[src/rtl/voq_egress_reader.sv]
// ---------------------------------------------------------------------------
// voq_egress_reader
//
// Egress end of the crossbar->VOQ path, one instance per output port.
// Frame start pointers pushed by the crossbar are queued in a small FIFO.
// Each frame is then read from the shared packet buffer one word at a time
// and streamed to the TX MAC under valid/ready. When the last word of a
// frame is accepted, a one-cycle done pulse returns the start pointer so
// the buffer space can be released.
//
// Ports
//   clk, rst_n        clock, asynchronous active-low reset
//   voq_write_req_i   push voq_start_ptr_i into the pointer FIFO
//   voq_start_ptr_i   first buffer address of the frame
//   voq_full_o        FIFO holds VOQ_DEPTH entries (registered)
//   voq_empty_o       FIFO holds no entries (registered)
//   mem_rd_en_o       packet buffer read strobe
//   mem_rd_addr_o     packet buffer read address
//   mem_rd_data_i     read data, valid one cycle after mem_rd_en_o
//   mem_rd_eop_i      last-word flag stored with the data, same timing
//   tx_data_o         TX stream data
//   tx_valid_o        TX word valid
//   tx_last_o         last word of the frame
//   tx_ready_i        TX MAC accepts the word
//   pkt_done_o        one-cycle pulse when a frame has been fully sent
//   pkt_done_ptr_o    start pointer of the completed frame
//   trunc_o           with pkt_done_o: frame was cut at MAX_WORDS
//   drop_cnt_o        (only with VOQ_DROP_CNT_EN) saturating count of
//                     pushes dropped because the FIFO was full
//
// Build option
//   VOQ_DROP_CNT_EN   adds drop_cnt_o and its counter; without it, drops
//                     are silent.
//
// FSM states
//   state | meaning
//   IDLE  | waiting for a queued pointer; pops the head on exit
//   READ  | buffer read strobe for the current address
//   WAIT  | read data arrives; captured into the TX registers
//   SEND  | TX word presented, held until tx_ready_i
// ---------------------------------------------------------------------------
module voq_egress_reader #(
    parameter int ADDR_W    = 12,
    parameter int DATA_W    = 8,
    parameter int VOQ_DEPTH = 8,
    parameter int MAX_WORDS = 2048
) (
    input  logic              clk,
    input  logic              rst_n,
    input  logic              voq_write_req_i,
    input  logic [ADDR_W-1:0] voq_start_ptr_i,
    output logic              voq_full_o,
    output logic              voq_empty_o,
    output logic              mem_rd_en_o,
    output logic [ADDR_W-1:0] mem_rd_addr_o,
    input  logic [DATA_W-1:0] mem_rd_data_i,
    input  logic              mem_rd_eop_i,
    output logic [DATA_W-1:0] tx_data_o,
    output logic              tx_valid_o,
    output logic              tx_last_o,
    input  logic              tx_ready_i,
    output logic              pkt_done_o,
    output logic [ADDR_W-1:0] pkt_done_ptr_o,
    output logic              trunc_o
`ifdef VOQ_DROP_CNT_EN
    ,
    output logic [15:0]       drop_cnt_o
`endif
);

    localparam int PTR_W = $clog2(VOQ_DEPTH);
    localparam int CNT_W = PTR_W + 1;
    localparam int WC_W  = $clog2(MAX_WORDS + 1);
    localparam logic [CNT_W-1:0] DEPTH_CNT = CNT_W'(VOQ_DEPTH);
    localparam logic [WC_W-1:0]  MAX_CNT   = WC_W'(MAX_WORDS);

    typedef enum logic [1:0] {
        IDLE = 2'd0,
        READ = 2'd1,
        WAIT = 2'd2,
        SEND = 2'd3
    } state_t;

    state_t state, state_next;

    // ---------------- pointer FIFO ----------------
    logic [ADDR_W-1:0] fifo_mem [VOQ_DEPTH];
    logic [PTR_W-1:0]  wr_ptr, rd_ptr;
    logic [CNT_W-1:0]  fifo_cnt, cnt_next;
    logic              full_q, empty_q;
    logic              pop, push_ok;
    logic [ADDR_W-1:0] head;

    assign head    = fifo_mem[rd_ptr];
    assign pop     = (state == IDLE) && !empty_q;
    // A push into a full FIFO still fits when the head leaves the same cycle.
    assign push_ok = voq_write_req_i && (!full_q || pop);

    always_comb begin
        cnt_next = fifo_cnt;
        if (push_ok && !pop) begin
            cnt_next = fifo_cnt + CNT_W'(1);
        end else if (!push_ok && pop) begin
            cnt_next = fifo_cnt - CNT_W'(1);
        end
    end

    always_ff @(posedge clk or negedge rst_n) begin
        if (!rst_n) begin
            wr_ptr   <= '0;
            rd_ptr   <= '0;
            fifo_cnt <= '0;
            full_q   <= 1'b0;
            empty_q  <= 1'b1;
        end else begin
            if (push_ok) begin
                wr_ptr <= wr_ptr + PTR_W'(1);
            end
            if (pop) begin
                rd_ptr <= rd_ptr + PTR_W'(1);
            end
            fifo_cnt <= cnt_next;
            full_q   <= (cnt_next == DEPTH_CNT);
            empty_q  <= (cnt_next == '0);
        end
    end

    // Storage needs no reset: occupancy is tracked by fifo_cnt alone.
    always_ff @(posedge clk) begin
        if (push_ok) begin
            fifo_mem[wr_ptr] <= voq_start_ptr_i;
        end
    end

    assign voq_full_o  = full_q;
    assign voq_empty_o = empty_q;

`ifdef VOQ_DROP_CNT_EN
    logic        drop;
    logic [15:0] drop_cnt;

    assign drop = voq_write_req_i && full_q && !pop;

    always_ff @(posedge clk or negedge rst_n) begin
        if (!rst_n) begin
            drop_cnt <= '0;
        end else if (drop && (drop_cnt != 16'hFFFF)) begin
            drop_cnt <= drop_cnt + 16'd1;
        end
    end

    assign drop_cnt_o = drop_cnt;
`else
    // Dropped pushes leave no trace in this build.
`endif

    // ---------------- frame datapath ----------------
    logic [ADDR_W-1:0] cur_ptr, addr;
    logic [DATA_W-1:0] data_q;
    logic              eop_q;
    logic [WC_W-1:0]   word_cnt;
    logic              last_word;

    // The length guard closes a frame even when no eop was stored.
    assign last_word = eop_q || (word_cnt == MAX_CNT);

    always_ff @(posedge clk or negedge rst_n) begin
        if (!rst_n) begin
            cur_ptr  <= '0;
            addr     <= '0;
            data_q   <= '0;
            eop_q    <= 1'b0;
            word_cnt <= '0;
        end else begin
            case (state)
                IDLE: begin
                    if (!empty_q) begin
                        cur_ptr  <= head;
                        addr     <= head;
                        word_cnt <= '0;
                    end
                end
                WAIT: begin
                    data_q <= mem_rd_data_i;
                    eop_q  <= mem_rd_eop_i;
                    if (word_cnt != MAX_CNT) begin
                        word_cnt <= word_cnt + WC_W'(1);
                    end
                end
                SEND: begin
                    // Address wraps naturally at 2**ADDR_W.
                    if (tx_ready_i && !last_word) begin
                        addr <= addr + ADDR_W'(1);
                    end
                end
                default: ;
            endcase
        end
    end

    // ---------------- FSM ----------------
    always_ff @(posedge clk or negedge rst_n) begin
        if (!rst_n) begin
            state <= IDLE;
        end else begin
            state <= state_next;
        end
    end

    always_comb begin
        state_next = state;
        case (state)
            IDLE: if (!empty_q) state_next = READ;
            READ: state_next = WAIT;
            WAIT: state_next = SEND;
            SEND: begin
                if (tx_ready_i) begin
                    state_next = last_word ? IDLE : READ;
                end
            end
            default: state_next = IDLE;
        endcase
    end

    always_comb begin
        mem_rd_en_o    = 1'b0;
        mem_rd_addr_o  = '0;
        tx_valid_o     = 1'b0;
        tx_last_o      = 1'b0;
        pkt_done_o     = 1'b0;
        pkt_done_ptr_o = '0;
        trunc_o        = 1'b0;
        case (state)
            READ: begin
                mem_rd_en_o   = 1'b1;
                mem_rd_addr_o = addr;
            end
            SEND: begin
                tx_valid_o = 1'b1;
                tx_last_o  = last_word;
                if (tx_ready_i && last_word) begin
                    pkt_done_o     = 1'b1;
                    pkt_done_ptr_o = cur_ptr;
                    trunc_o        = !eop_q;
                end
            end
            default: ;
        endcase
    end

    assign tx_data_o = data_q;

endmodule

[config.mk]
export PLATFORM = sky130hd
export DESIGN_NAME = voq_egress_reader
export DESIGN_NICKNAME = d
export VERILOG_FILES = /design/src/rtl/voq_egress_reader.sv
export SDC_FILE = /design/constraint.sdc
export NUM_CORES = 1
export LEC_CHECK = 0
export ABC_CLOCK_PERIOD_IN_PS = 6250
export BUFFER_PORTS_ARGS = -buffer_cell sky130_fd_sc_hd__buf_2
export CAP_MARGIN = 10
export CORE_AREA = 5 5 108 120
export CTS_BUF_LIST = sky130_fd_sc_hd__clkbuf_4 sky130_fd_sc_hd__clkbuf_8 sky130_fd_sc_hd__clkbuf_16
export CTS_CLUSTER_DIAMETER = 40
export CTS_CLUSTER_SIZE = 28
export DETAILED_ROUTE_END_ITERATION = 10
export DIE_AREA = 0 0 113 125
export GPL_TIMING_DRIVEN = 0
export PLACE_DENSITY_LB_ADDON = 0.2
export SYNTH_ARGS = -nofsm -noshare
export SYNTH_HDL_FRONTEND = slang
export SYNTH_SLANG_ARGS = --single-unit
[constraint.sdc]
create_clock -name clk -period 6.25 [get_ports clk]
set_input_delay 0.9375 -clock clk [delete_from_list [all_inputs] [get_ports clk]]
set_output_delay 0.9375 -clock clk [all_outputs]
set_load 0.02 [all_outputs]
==> metrics.txt <==
Max Fclk=293 MHz; chip width=113 um; Synth area leader=edfxtp_1; Port Buffers=63; slew of the pin with the lowest slew margin=0.815 ns; crit-path max FO=10; max-cap viol count=0; Rows=42; footprint of the multi-input gates=0.00226 mm2; crit path launch type=flop; initial core utilization=0.577; EDFF count, synth=96; fillcell total=808; Final GP Congestion=0.867; Hold Buf Count CTS=0; share of cells above drive strength 1=0.282; Seq/Total Area, Yosys=0.645; cell mode on critical path=buf_2; DP HPWL=9120 um; area grow syn2layout=18.4%; WP data required=5.31 ns; Num CTS Buffers=17; unrepaired setup endpoints after global routing=no; Top Ports=64; Final Cycle Share=0.545; Seq cells post-synth=155; Synth top area share=0.427; clk buf depth=2; Final Hold Viols=0; post_cts resized=0; Mean Syn Cell Area=14.2 um2; first-pass GRT wire length=21500 um; most used flip-flop cell after synthesis=edfxtp_1; clk_lat worst skew=0.42 ns; Critical Path End Type=output pin; Reg2Reg Setup Slack=3.30 ns; Worst path slowest cell=dfrtp_1; postcts setup bufs=0; Post-layout nets=603; antenna viol nets, final=0; slew margin rel.=0.455; Reg area=0.00436 mm2; crit-path cells=inv_1 > ha_1 > nor4bb_1 > and3_1 > buf_2 > nor2_1 > nor2_1 > buf_2 > and2_1 > buf_2; Warnings, synthesis=0; total congestion overflow=0; leakage power=3.18 nW; core area=0.0117 mm2; Synthesized Nets=512; final non-filler cell area=0.00801 mm2; initial antenna violation count=0; Power Density=506 mW/mm2; 1st-iter DRT viols=333; post-route setup slack=2.84 ns; Tmin final=3.41 ns; top cells by count, synth=96 x edfxtp_1, 58 x dfrtp_1, 40 x nand2_1; routed wire length=13100 um; Worst IR Drop VDD=0.000254 V; Post-Place Cell Area=0.00737 mm2; CTS Root Buffer Type=clkbuf_16; crit-path max cell delay=0.40 ns; Placement Setup Slack=3.12 ns; status=finished clean; H-Tree Depth=4; DR pass1 iterations=5; Mapped Cells=475; Setup CP Type=flop to output pin; wire per inst=17.9 um; final clock skew=0.00944 ns; Worst Path Arrival=2.47 ns; Synth async-reset ratio=0.381; Pins Over Slew Limit=0; full die area=0.0141 mm2; Final setup violation count=0; dominant cells by area after synthesis=edfxtp_1 43%, dfrtp_1 21%, mux4_2 8.0%, mux2_2 2.5%, and2_1 2.4%; Hold Path Class=input pin to async pin; Sinks on Clock Net=155; synth unique cells=49; clock transition at the registers of the reported paths=0.06 ns; DRC errors left=0; vias in the first global route=4146; antenna cells=0; synthesized cell area=0.00676 mm2; GRT Total Usage=0.196; Via Count=4166; setup TNS=0 ns; Placed Cells=700; CTS tree=done; largest net degree at the start of global routing=40; Non-Filler Instances=733; Via density=5.68; most frequent cell after synthesis=edfxtp_1; Die Height=125 um
flip-flops by register name, summed over array words and instances, names as in the netlist, 3 cells and up:
signal	cells
fifo_mem	96
addr	12
cur_ptr	12
word_cnt	12
tx_data_o	8
fifo_cnt	4
rd_ptr	3
wr_ptr	3
per-stage QoR:
step	utilization	power (mW)	hold WS (ns)
floorplan	-	2.58	0.442
global placement	0.620	2.94	0.460
detailed placement	0.629	3.01	0.466
CTS	0.682	4.09	0.472
global route	0.683	4.31	0.504
finish	0.683	4.05	0.478
cell usage in the layout (no fill, tap or decap), types with 4 or more instances in the layout:
| cell | netlist | layout |
|---|---|---|
| nor2_1 | 33 | 33 |
| and3_1 | 4 | 4 |
| nand2_1 | 40 | 40 |
| nand2b_1 | 8 | 8 |
| clkbuf_16 | 0 | 18 |
| and2_1 | 26 | 26 |
| clkbuf_1 | 8 | 8 |
| dfrtp_1 | 58 | 58 |
| buf_6 | 1 | 8 |
| o21ai_0 | 22 | 22 |
| ha_1 | 12 | 12 |
| buf_2 | 8 | 71 |
| xor2_1 | 6 | 6 |
| mux4_2 | 24 | 24 |
| mux2i_1 | 15 | 15 |
| edfxtp_1 | 96 | 96 |
| a21oi_1 | 16 | 16 |
| inv_1 | 10 | 10 |
| nand3_1 | 10 | 10 |
| nor3_1 | 11 | 9 |
| xnor2_1 | 9 | 9 |
| buf_4 | 4 | 5 |
| mux2_2 | 15 | 15 |
| nand4_1 | 7 | 7 |
critical path, delay by kind of cell (launching register included):
family | cells | cell delay (ns)
adder cells (fa/ha/maj) | 1 | 0.15
AND/OR/NAND/NOR | 5 | 0.85
flip-flops | 1 | 0.40
buffers and inverters | 4 | 0.67
final timing paths:
check | depth (start not counted) | startpoint | endpoint
max | 10 | word_cnt[0]$_DFFE_PN0P_ | pkt_done_ptr_o[10]
min | 1 | rst_n | tx_data_o[2]$_DFFE_PN0P_
max reg2reg | 8 | state[0]$_DFFE_PN0P_ | fifo_mem[3][8]$_DFFE_PP_
min reg2reg | 2 | cur_ptr[10]$_DFFE_PN0P_ | cur_ptr[10]$_DFFE_PN0P_
max in group asynchronous | 2 | rst_n | addr[5]$_DFFE_PN0P_
min in group clk | 2 | cur_ptr[10]$_DFFE_PN0P_ | cur_ptr[10]$_DFFE_PN0P_
kinds of logic (layout without fill, tap and decap cells):
kind of cell               Yosys count  after routing  share of synthesized area
muxes                               54             54                      0.127
buffers and inverters               32            136                     0.0226
xor gates and xnor gates            15             15                     0.0194
DFF                                155            155                      0.645
adders and majority gates           12             12                     0.0222
and+or+nand+nor                    149            149                      0.109
AOI/OAI and AO/OA                   58             58                     0.0544
metal layers:
layer / GRT usage / vias up / routed length (um)
li1: - / 1951 / -
met1: 0.263 / 2063 / 5550
met4: 0.0707 / 0 / 201
met3: 0.0454 / 19 / 806
met5: 0 / - / 0
met2: 0.317 / 133 / 6530
final cells by class:
| type | instances | share of cell area |
|---|---|---|
| Sequential cell | 155 | 0.545 |
| Multi-Input combinational cell | 288 | 0.282 |
| Clock buffer | 22 | 0.0616 |
| Timing Repair Buffer | 72 | 0.0527 |
| Tap cell | 154 | 0.0241 |
| Clock inverter | 10 | 0.0161 |
| Buffer | 22 | 0.0144 |
| Inverter | 10 | 0.00469 |
report_power, final:
part / leakage (nW) / internal [mW] / total [mW] / switching [mW]
combinational: 1.28 / 0.627 / 1.47 / 0.846
sequential: 1.60 / 1.37 / 1.53 / 0.161
clock: 0.310 / 0.650 / 1.05 / 0.403
Power figures use the tool's default switching activity.
